===== src/rtl/fifo_async_pkg.sv =====
// Shared constants for the async FIFO family: skid buffer depth and its occupancy width.
// Also holds the occupancy update helper used by the read-side skid buffer.
package fifo_async_pkg;

    localparam int SKID_DEPTH = 2;
    localparam int SKID_CNT_W = $clog2(SKID_DEPTH + 1);

    function automatic logic [SKID_CNT_W-1:0] skid_next_cnt(
        input logic [SKID_CNT_W-1:0] cnt,
        input logic                  inc,
        input logic                  dec
    );
        return cnt + SKID_CNT_W'(inc) - SKID_CNT_W'(dec);
    endfunction

endpackage


===== src/rtl/fifo_pop_stream_if.sv =====
// FIFO read-side and valid/accept stream signals seen by fifo_pop_stream.
// master is the consumer block's view; slave is the surrounding FIFO/sink view.
interface fifo_pop_stream_if #(
    parameter int W = 32
);
    logic         empty_r;
    logic [W-1:0] pop_data;
    logic         pop;
    logic         out_vld;
    logic [W-1:0] out_data;
    logic         out_accept;

    modport master (
        input  empty_r, pop_data, out_accept,
        output pop, out_vld, out_data
    );

    modport slave (
        output empty_r, pop_data, out_accept,
        input  pop, out_vld, out_data
    );
endinterface


===== src/rtl/fifo_pop_skid.sv =====
// Two-entry circular skid buffer that absorbs the FIFO's one-cycle read latency.
// The head word is presented directly from storage, so rdata has no path from ren.
module fifo_pop_skid
    import fifo_async_pkg::*;
#(
    parameter int W = 32
) (
    input  logic                  clk,
    input  logic                  rst,
    input  logic                  wen,
    input  logic [W-1:0]          wdata,
    input  logic                  ren,
    output logic [W-1:0]          rdata,
    output logic [SKID_CNT_W-1:0] cnt
);

    logic [W-1:0]          buf_q [SKID_DEPTH];
    logic                  rd_ptr_q;
    logic                  rd_ptr_d;
    logic                  wr_ptr_q;
    logic                  wr_ptr_d;
    logic [SKID_CNT_W-1:0] cnt_q;
    logic [SKID_CNT_W-1:0] cnt_d;

    // Pointer and occupancy next-state.
    always_comb begin
        rd_ptr_d = rd_ptr_q;
        wr_ptr_d = wr_ptr_q;
        cnt_d    = skid_next_cnt(cnt_q, wen, ren);
        if (ren) begin
            rd_ptr_d = ~rd_ptr_q;
        end else begin
            rd_ptr_d = rd_ptr_q;
        end
        if (wen) begin
            wr_ptr_d = ~wr_ptr_q;
        end else begin
            wr_ptr_d = wr_ptr_q;
        end
    end

    // Storage, pointers and occupancy registers; reset clears the stored words too.
    always_ff @(posedge clk or posedge rst) begin
        if (rst) begin
            for (int i = 0; i < SKID_DEPTH; i++) begin
                buf_q[i] <= '0;
            end
            rd_ptr_q <= 1'b0;
            wr_ptr_q <= 1'b0;
            cnt_q    <= '0;
        end else begin
            if (wen) begin
                buf_q[wr_ptr_q] <= wdata;
            end
            rd_ptr_q <= rd_ptr_d;
            wr_ptr_q <= wr_ptr_d;
            cnt_q    <= cnt_d;
        end
    end

    assign rdata = buf_q[rd_ptr_q];
    assign cnt   = cnt_q;

endmodule


===== src/rtl/fifo_pop_stream.sv =====
// Read-side consumer for fifo_async: issues pops and re-presents words as a valid/accept
// stream at one word per cycle, using a 2-entry skid buffer to cover the read latency.
module fifo_pop_stream
    import fifo_async_pkg::*;
#(
    parameter int W = 32
) (
    input  logic              clk,
    input  logic              rst,
    fifo_pop_stream_if.master bus
);

    logic                  inflight_q;
    logic                  inflight_d;
    logic                  vld_s;
    logic                  deq_s;
    logic                  pop_s;
    logic [2:0]            need_s;
    logic [SKID_CNT_W-1:0] cnt_s;
    logic [W-1:0]          rdata_s;

    // Pop whenever the words held plus the one in flight, after this cycle's dequeue,
    // leave room; deq implies cnt >= 1 so the 3-bit sum never underflows.
    always_comb begin
        vld_s      = (cnt_s != '0);
        deq_s      = vld_s & bus.out_accept;
        need_s     = 3'(cnt_s) + 3'(inflight_q) - 3'(deq_s);
        pop_s      = ~rst & ~bus.empty_r & (need_s < 3'd2);
        inflight_d = pop_s;
    end

    // In-flight flag: the FIFO returns pop_data one cycle after pop.
    always_ff @(posedge clk or posedge rst) begin
        if (rst) begin
            inflight_q <= 1'b0;
        end else begin
            inflight_q <= inflight_d;
        end
    end

    fifo_pop_skid #(
        .W (W)
    ) u_skid (
        .clk   (clk),
        .rst   (rst),
        .wen   (inflight_q),
        .wdata (bus.pop_data),
        .ren   (deq_s),
        .rdata (rdata_s),
        .cnt   (cnt_s)
    );

    assign bus.pop      = pop_s;
    assign bus.out_vld  = vld_s;
    assign bus.out_data = rdata_s;

endmodule


===== src/flat_wrapper.sv =====
// flat-port wrapper written by rule: the top's interface ports become plain ports
module fifo_pop_stream_flat import fifo_async_pkg::*;
#(
    parameter int W = 32
)
  (clk, rst, bus_empty_r, bus_pop_data, bus_out_accept, bus_pop, bus_out_vld, bus_out_data);
  fifo_pop_stream_if #(.W(W)) bus_i ();
  input  logic clk;
  input  logic rst;
  input wire logic [$bits(bus_i.empty_r)-1:0] bus_empty_r;
  input wire logic [$bits(bus_i.pop_data)-1:0] bus_pop_data;
  input wire logic [$bits(bus_i.out_accept)-1:0] bus_out_accept;
  output wire logic [$bits(bus_i.pop)-1:0] bus_pop;
  output wire logic [$bits(bus_i.out_vld)-1:0] bus_out_vld;
  output wire logic [$bits(bus_i.out_data)-1:0] bus_out_data;
  assign bus_i.empty_r = bus_empty_r;
  assign bus_i.pop_data = bus_pop_data;
  assign bus_i.out_accept = bus_out_accept;
  assign bus_pop = bus_i.pop;
  assign bus_out_vld = bus_i.out_vld;
  assign bus_out_data = bus_i.out_data;
  fifo_pop_stream #(.W(W)) u_core (.clk(clk), .rst(rst), .bus(bus_i));
endmodule

===== config.mk =====
export PLATFORM = sky130hd
export DESIGN_NAME = fifo_pop_stream_flat
export DESIGN_NICKNAME = d
export VERILOG_FILES = /design/src/rtl/fifo_async_pkg.sv /design/src/rtl/fifo_pop_stream_if.sv /design/src/rtl/fifo_pop_skid.sv /design/src/rtl/fifo_pop_stream.sv /design/src/flat_wrapper.sv
export SDC_FILE = /design/constraint.sdc
export NUM_CORES = 1
export LEC_CHECK = 0
export CAP_MARGIN = 10
export CELL_PAD_IN_SITES_DETAIL_PLACEMENT = 0
export CELL_PAD_IN_SITES_GLOBAL_PLACEMENT = 1
export CORE_MARGIN = 3
export CORE_UTILIZATION = 41
export DETAILED_ROUTE_END_ITERATION = 12
export PLACE_DENSITY_LB_ADDON = 0.1
export SLEW_MARGIN = 20
export SYNTH_ARGS = -nofsm -noshare
export SYNTH_HDL_FRONTEND = slang
export SYNTH_SLANG_ARGS = --single-unit

===== constraint.sdc =====
create_clock -name clk -period 2.5 [get_ports clk]
set_input_delay 0.5 -clock clk [delete_from_list [all_inputs] [get_ports clk]]
set_output_delay 0.5 -clock clk [all_outputs]
set_load 0.02 [all_outputs]

==> results of run 1 <==
[placed cells by master, fill, tap and decap left out, types with 2 or more instances in the layout]
cell                               n
sky130_fd_sc_hd__buf_12            2
sky130_fd_sc_hd__buf_4            12
sky130_fd_sc_hd__clkbuf_8         11
sky130_fd_sc_hd__clkdlybuf4s50_1  67
sky130_fd_sc_hd__clkinvlp_4        2
sky130_fd_sc_hd__dfrtp_1          69
sky130_fd_sc_hd__inv_1             3
sky130_fd_sc_hd__inv_2             2
sky130_fd_sc_hd__mux2_1           32
sky130_fd_sc_hd__mux2_2           34
sky130_fd_sc_hd__mux2_4           30
sky130_fd_sc_hd__xor2_1            2
[final cells by class]
| cell class | count | area [µm²] | area share [%] |
|---|---|---|---|
| Inverter | 5 | 18.8 | 0.444 |
| Tap cell | 99 | 124 | 2.93 |
| Sequential cell | 69 | 1730 | 40.9 |
| Clock inverter | 5 | 58.8 | 1.39 |
| Multi-Input combinational cell | 107 | 1340 | 31.6 |
| Timing Repair Buffer | 82 | 810 | 19.2 |
| Clock buffer | 11 | 151 | 3.58 |
[cells by family after synthesis]
kind of cell	count (synthesis)	synth area share (%)
flops	69	54.8
mux	96	37.9
buf+inv	16	3.97
fa+ha+maj	3	1.43
compound gates	1	0.238
xor+xnor	3	0.834
simple gates	4	0.795
[critical path, cell delays in order (launching register included)]
cell                      delay [ns]
sky130_fd_sc_hd__dfrtp_1        0.38
sky130_fd_sc_hd__o21a_1         0.21
sky130_fd_sc_hd__ha_1           0.31
sky130_fd_sc_hd__inv_2          0.07
sky130_fd_sc_hd__ha_4           0.12
sky130_fd_sc_hd__fa_2           0.46
sky130_fd_sc_hd__nor4_4         0.25
sky130_fd_sc_hd__buf_4          0.19
[through the flow]
step                      worst slack (ns)  TNS (ns)  area [µm²]  total power [W]
final                               -0.311    -0.311        4230          0.00615
after global routing                -0.435    -0.435        4230          0.00657
after CTS                           -0.344    -0.344        4200          0.00620
after detailed placement            -0.911    -0.911        3980          0.00519
after global placement              -0.874    -0.874        3980          0.00516
after floorplan                     0.0577         0        3160          0.00404
[timing repair]
item	4_1_cts	5_1_grt
setup endpoints to repair	1	1
resized for setup	9	2
pin swaps	5	4
buffers inserted	1	2
[worst paths after layout]
check,startpoint,endpoint,slack [ns],cells past startpoint
setup / recovery,u_core.u_skid.cnt[1],bus_pop,-0.31,7
hold / removal,u_core.u_skid.buf_q[13],u_core.u_skid.buf_q[13],0.49,1
setup reg to reg,u_core.u_skid.cnt[1],u_core.inflight_q,0.51,7
hold reg to reg,u_core.u_skid.buf_q[13],u_core.u_skid.buf_q[13],0.49,1
max in group asynchronous,rst,u_core.u_skid.buf_q[60],1.55,3
min in group asynchronous,rst,u_core.inflight_q,0.64,3
[power groups by stage]
stage / clock network, W / registers, W / logic [W]
6_report: 0.000928 / 0.00197 / 0.00325
5_1_grt: 0.00103 / 0.00205 / 0.00349
4_1_cts: 0.000966 / 0.00197 / 0.00326
3_5_place_dp: 0 / 0.00198 / 0.00320
3_3_place_gp: 0 / 0.00198 / 0.00318
2_1_floorplan: 0 / 0.00191 / 0.00213
[sequential cells by signal, indices dropped and copies added (netlist names)]
| name | count |
|---|---|
| u_core.u_skid.buf_q | 64 |
| u_core.u_skid.cnt | 2 |
| u_core.inflight_q | 1 |
| u_core.u_skid.rd_ptr_q | 1 |
| u_core.u_skid.wr_ptr_q | 1 |
[metal layers]
metal  part of all wire, %  GRT usage [%]  vias to the layer above
li1                      -              -                      838
met1                    47           20.4                      891
met2                    46           21.6                       45
met3                   5.2           4.10                        6
met4                   1.4           6.50                        0
met5                     0              0                        -
[cells in the mapped netlist, drive strengths merged]
library cell  instances
o21a                  1
buf                  11
or2                   1
ha                    2
nand2b                1
xnor2                 1
nor4                  1
inv                   5
dfrtp                69
fa                    1
xor2                  2
mux2                 96
nand2                 1
==> results, run 1 <==
- The flow ran to the end, but the final reports show violations.
- The final reports fail on negative setup slack.
- The remaining antenna violation count is 0.
- Compared with the post-synthesis result, the final layout area differs by 34.2%.
- The longest clock path from root to sink contains 2 buffers.
- The number of max-slew violations in the final report is 0.
- The reported leakage power is 1.88 nW.
- Headroom to the max-slew limit came out at 70.4%.
- The launching element type of the critical path is a flop.
- The area enclosed by the die boundary is 8770 µm².
- Pin placement for this block handled 70 I/O pins.
- STA classifies the critical path endpoint as a primary output.
- After synthesis, the cell types taking the most area are sky130_fd_sc_hd__dfrtp_1 55%, sky130_fd_sc_hd__mux2_4 14%, sky130_fd_sc_hd__mux2_2 12%.
- The number of buffers inserted during clock tree synthesis is 9.
- The type of the worst setup path is flop to primary output.
- TritonCTS built the clock tree.
- The total global routing track utilization is 14.7%.
- The number of flip-flops and latches in the synthesized netlist is 69.
- The clock reaches the later pin of the worst-skew pair after 0.33 ns.
- The die is 93.6 µm tall.
- The biggest area contributor in the post-synthesis netlist is sky130_fd_sc_hd__dfrtp_1.
- After detailed routing, the total wire length is 5900 µm.
- The switching part of the total power is 33.2%.
- Of the total power, combinational logic draws 52.8%.
- The upper clock frequency limit is 356 MHz.
- The post-synthesis net count is 231.
- The first global-routing pass estimated 9830 µm of wire.
- Per report_power, the sequential group accounts for 32.1% of the total.
- The clock share of power is 15.1%.
- Power spread over the standard cell area amounts to 1460 nW/µm².
- The clock sink count is 69.
- The core footprint is 7370 µm².
- The actual transition at the worst max-transition pin is 0.442 ns.
- In this run the power spent charging and discharging nets is 0.00204 W.
- After filler insertion, the fill cell instance count of the layout stands at 600.
- Once the floorplan was initialized, standard cells occupied 42.7% of the core.
- The data required time at the worst endpoint is 2.00 ns.
- The number of max-capacitance violations reported is 0.
- A synthesized cell averages 16.4 µm².
- Entering global routing, the biggest net connects 70 pins.
- The first detailed-routing pass ran for 4 iterations.
- The share of synthesized area in the top cell type comes to 54.8%.
- The proportion of layout cells with a drive suffix above 1 is 36.9%.
- In this run, post-CTS hold repair placed 0 buffers.
- Global routing finished with a remaining overflow of 0.
- The deepest level of the CTS H-tree is 3.
- The min-delay analysis places its worst path in the category flop to flop.
- Dividing the detail-routed wire length by the instance count gives 15.6 µm.
- The highest ir drop seen on vdd is 0.000650 V.
- Hold is met by 0.488 ns.
- The die boundary width is 93.6 µm.
- The smallest clock period supported by the final layout is computed as 2.81 ns.
- The number of rows created at floorplan is 31.
- After detailed placement, the design holds a cell count of 359.
- The arrival time reported for the critical path endpoint is 2.31 ns.
- The mapped netlist covers 3150 µm².
- The count of final setup violators is 1.
- The initial antenna violation count came to 0.
- The part of the Yosys area used for sequential elements is 54.8%.
- The count of endpoints failing hold in the final timing report is 0.
- The count of synthesis-stage warnings from yosys is 0.
- The share of the core filled with cells in the final layout is 57.4%.
- The net count of the finished layout is 313.
- Counting distinct cell types in the post-synthesis netlist gives 17.
- The library cell used as clock root buffer is sky130_fd_sc_hd__clkbuf_8.
- The final route contains 1780 vias.
- The DRC marker count from the first detailed-route iteration is 60.
- Setup repair after global routing could not meet its margin everywhere.
- The clock-pin slew on the worst setup and hold paths is 0.07 ns.
- The synthesized instance count is 192.
- Once layout is complete, the cells apart from fillers number 378.
- The final clock skew is 0.00709 ns.
- The design internal power is 0.00411 W.
- The detail-routed via count per cell is 4.71.
- The part of the cycle the worst path needs is 112%.
- The final HPWL from detailed placement is 3780 µm.
- The final critical-path setup slack is -0.311 ns.
- The congestion estimate from routability-driven global placement came to 0.673.
- The count of inserted antenna diode cells is 0.
- The via count of the first global-routing pass is 1944.
- The count of unresolved DRC violations after routing is 0.
- Buffers placed on the I/O ports in this run total 69.
- The top fanout value on the critical path is 2.
Power figures use the tool's default switching activity.
==> run 2: changes to the inputs <==
- SLEW_MARGIN: 20 -> default
- clock period: 2.5 -> 3 ns (I/O delays scaled with it)
==> run 2 against run 1 <==
  * Largest cell class unchanged
  * Core utilization fell by 0.32 points
  * Largest power group unchanged
  * Combinational power shrank 18%
  * Critical path depth stayed put
  * Sequential cell count unchanged
  * Clock skew decreased by 0.00069 ns
  * Routed wire length decreased by 0.73%
  * The flow now finishes without violations
==> results, run 2 (synthesized netlist as in run 1, its figures left out) <==
- The initial antenna violation count came to 0 (unchanged).
- The final estimated routing congestion in global placement is 0.738 (+9.6%).
- The number of buffer and inverter stages on the critical path came to 2 (unchanged).
- The remaining antenna violation count was 0 (unchanged).
- The critical path depth is 7 (unchanged).
- The final HPWL from detailed placement came to 3610 µm (-4.3%).
- The highest ir drop seen on vdd is 0.000587 V (-9.7%).
- The instance count after placement with tap cells included is 356 (-0.84%).
- The top fanout value on the critical path came to 2 (unchanged).
- The number of rows created at floorplan came to 31 (unchanged).
- The final wirelength was 5860 µm (-0.73%).
- For this design, the slowest cell found on the critical path is sky130_fd_sc_hd__fa_2.
- The actual transition at the worst max-transition pin came to 0.859 ns (+0.418 ns).
- The via count of the first global-routing pass is 1973 (+1.5%).
- The proportion of layout cells with a drive suffix above 1 came to 35.8% (-1.1 points).
- The number of buffers between clock root and the deepest sink was 2 (unchanged).
- The cell depth of the worst flop-to-flop path came to 7 (unchanged).
- The signal on the critical path passes through o21a_1 > ha_1 > inv_1 > ha_2 > fa_2 > nor4_4 > buf_4.
- The register name with the most flops is u_core.u_skid.buf_q.
- The worst hold path belongs to the class flop to flop.
- The number of buffers inserted during clock tree synthesis is 9 (unchanged).
- The clock tree from TritonCTS is built.
- The via total after detailed routing is 1773 (-0.39%).
- The count of unresolved DRC violations after routing is 0 (unchanged).
- The die span in y is 93.6 µm (unchanged).
- The count of final setup violators was 0 (-1).
- The number of max-slew violations in the final report was 0 (unchanged).
- The upper clock frequency limit is 346 MHz.
- The total global routing track utilization was 14.8% (+0.058 points).
- The count of endpoints failing hold in the final timing report is 0 (unchanged).
- The data required time at the worst endpoint is 2.40 ns (+0.40 ns).
- The kind of cell with the highest combined delay along the critical path is adder cells.
- The number of hold-repair buffers added at the cts stage came to 0 (unchanged).
- The leading cell type in the layout, fill and taps excluded is sky130_fd_sc_hd__dfrtp_1.
- The area enclosed by the die boundary is 8770 µm² (unchanged).
- Clock tree synthesis selected as its root buffer the cell sky130_fd_sc_hd__clkbuf_8.
- The area growth from synthesis to layout is 33.5%.
- The power density over the cells is 1220 nW/µm² (-16%).
- The flip-flop count of the largest register, all copies and words added was 64 (unchanged).
- The worst setup path is of the flop to primary output kind.
- The arrival time reported for the critical path endpoint is 2.29 ns (-0.02 ns).
- The DRC marker count from the first detailed-route iteration is 56 (-6.7%).
- The global route total overflow is 0 (unchanged).
- The count of non-filler cells in the finished layout was 378 (unchanged).
- The worst path in the final design needs a cycle of 2.89 ns, including I/O delays and setup.
- The deepest level of the CTS H-tree is 3 (unchanged).
- The launching element type of the critical path is a flop.
- The reported leakage power is 1.87 nW (-0.16%).
- The flow ran to the end, and the final reports show no timing, DRC or antenna violations.
- The number of max-capacitance violations reported is 0 (unchanged).
- The worst stage delay on the critical path was 0.46 ns (about the same).
- The die boundary width came to 93.6 µm (unchanged).
- The number of fill cells is 632 (+5.3%).
- The part of the cycle the worst path needs is 96.3%.
- The number of optimization iterations in the first detailed-route pass is 4 (unchanged).
- The clock-pin slew on the worst setup and hold paths is 0.07 ns (about the same).
- The number of top-level design ports was 70 (unchanged).
- The relative max-transition margin was 42.5% (-28 points).
- The final clock skew is 0.00640 ns (-0.000689 ns).
- The maximum number of pins on one net before global-route repair is 70 (unchanged).
- The number of instances on the worst hold path is 1 (unchanged).
- Setup repair after global routing left no endpoint under its margin.
- The worst hold slack after final layout is 0.490 ns (+0.00218 ns).
- The number of buffer cells added on primary ports was 69 (unchanged).
- The top cell types in the final layout, fill and taps aside, are 69 x sky130_fd_sc_hd__dfrtp_1, 67 x sky130_fd_sc_hd__clkdlybuf4s50_1, 34 x sky130_fd_sc_hd__mux2_2.
- The effective utilization at floorplan is 42.7% (unchanged).
- The core footprint is 7370 µm² (unchanged).
- The worst setup path is captured at a primary output.
- The routed length per instance came to 15.5 µm (-0.73%).
- The count of inserted antenna diode cells came to 0 (unchanged).
- The clock sink count is 69 (unchanged).
- The detail-routed via count per cell is 4.69 (-0.39%).
- The net count of the finished layout came to 313 (unchanged).
- The first-pass GRT wire length is 9940 µm (+1.1%).
- The clock network latency to the later pin of the worst-skew pair is 0.33 ns (about the same).
-- run 2: cell types whose count changed in the layout (fill, tap and decap cells not counted), sizes merged --
cell           delta
bufinv            +1
clkbuf            -1
clkdlybuf4s15     +1
clkinv            +2
clkinvlp          -2
dlygate4sd2       -1
-- run 2: worst reg2reg max path: stages, from the launching register on --
cell and delay (ns):
sky130_fd_sc_hd__dfrtp_1 0.38, sky130_fd_sc_hd__o21a_1 0.20, sky130_fd_sc_hd__ha_1 0.27, sky130_fd_sc_hd__inv_1 0.06, sky130_fd_sc_hd__ha_2 0.17, sky130_fd_sc_hd__fa_2 0.46
sky130_fd_sc_hd__nor4_4 0.25, sky130_fd_sc_hd__buf_4 0.14
-- run 2: timing repair --
action | 4_1_cts | 5_1_grt
gates resized for setup | 9 | 3
buffers inserted | 4 | 2
pin swaps | 3 | 2
setup endpoints to repair | 1 | 1
-- run 2: report_power, final --
part	internal [W]	leakage (nW)	switching, W
sequential	0.00141	0.806	0.000231
combinational	0.00156	0.957	0.00110
clock	0.000469	0.110	0.000349
-- run 2: through the flow --
stage / setup TNS, ns / setup WS [ns] / power, W / cell area [µm²] / util, %
after floorplan: 0 / 0.0238 / 0.00334 / 3150 / -
after global placement: -0.649 / -0.649 / 0.00425 / 3930 / 53.3
after detailed placement: -0.661 / -0.661 / 0.00427 / 3930 / 53.3
after CTS: -0.0181 / -0.0181 / 0.00516 / 4170 / 56.6
after global routing: 0 / 0.000143 / 0.00548 / 4200 / 57.0
final: 0 / 0.111 / 0.00513 / 4200 / 57.0
-- run 2: worst paths after layout --
| kind | from | endpoint | slack [ns] |
|---|---|---|---|
| worst max-delay path | u_core.u_skid.cnt[1] | bus_pop | 0.11 |
| worst min-delay path | u_core.u_skid.buf_q[25] | u_core.u_skid.buf_q[25] | 0.49 |
| worst max register to register | u_core.u_skid.cnt[1] | u_core.inflight_q | 1.02 |
| worst min register to register | u_core.u_skid.buf_q[25] | u_core.u_skid.buf_q[25] | 0.49 |
| max in group asynchronous | rst | u_core.u_skid.buf_q[40] | 1.93 |
| min in group asynchronous | rst | u_core.u_skid.buf_q[2] | 0.77 |
-- run 2: layout make-up --
class / instances / area (µm²) / area share [%]
tap: 99 / 124 / 2.95
clock buffer: 10 / 128 / 3.04
sequential: 69 / 1730 / 41.1
inverter: 5 / 18.8 / 0.447
multi-input combinational: 107 / 1320 / 31.4
clock inverter: 6 / 87.6 / 2.08
timing repair buffer: 82 / 798 / 19.0
-- run 2: per-layer routing --
metal	vias to the layer above	global-route usage [%]	wire length, µm
met2	44	22.4	2730
met4	0	6.86	63
li1	835	-	-
met1	887	20.2	2780
met3	7	3.30	288
met5	-	0	0
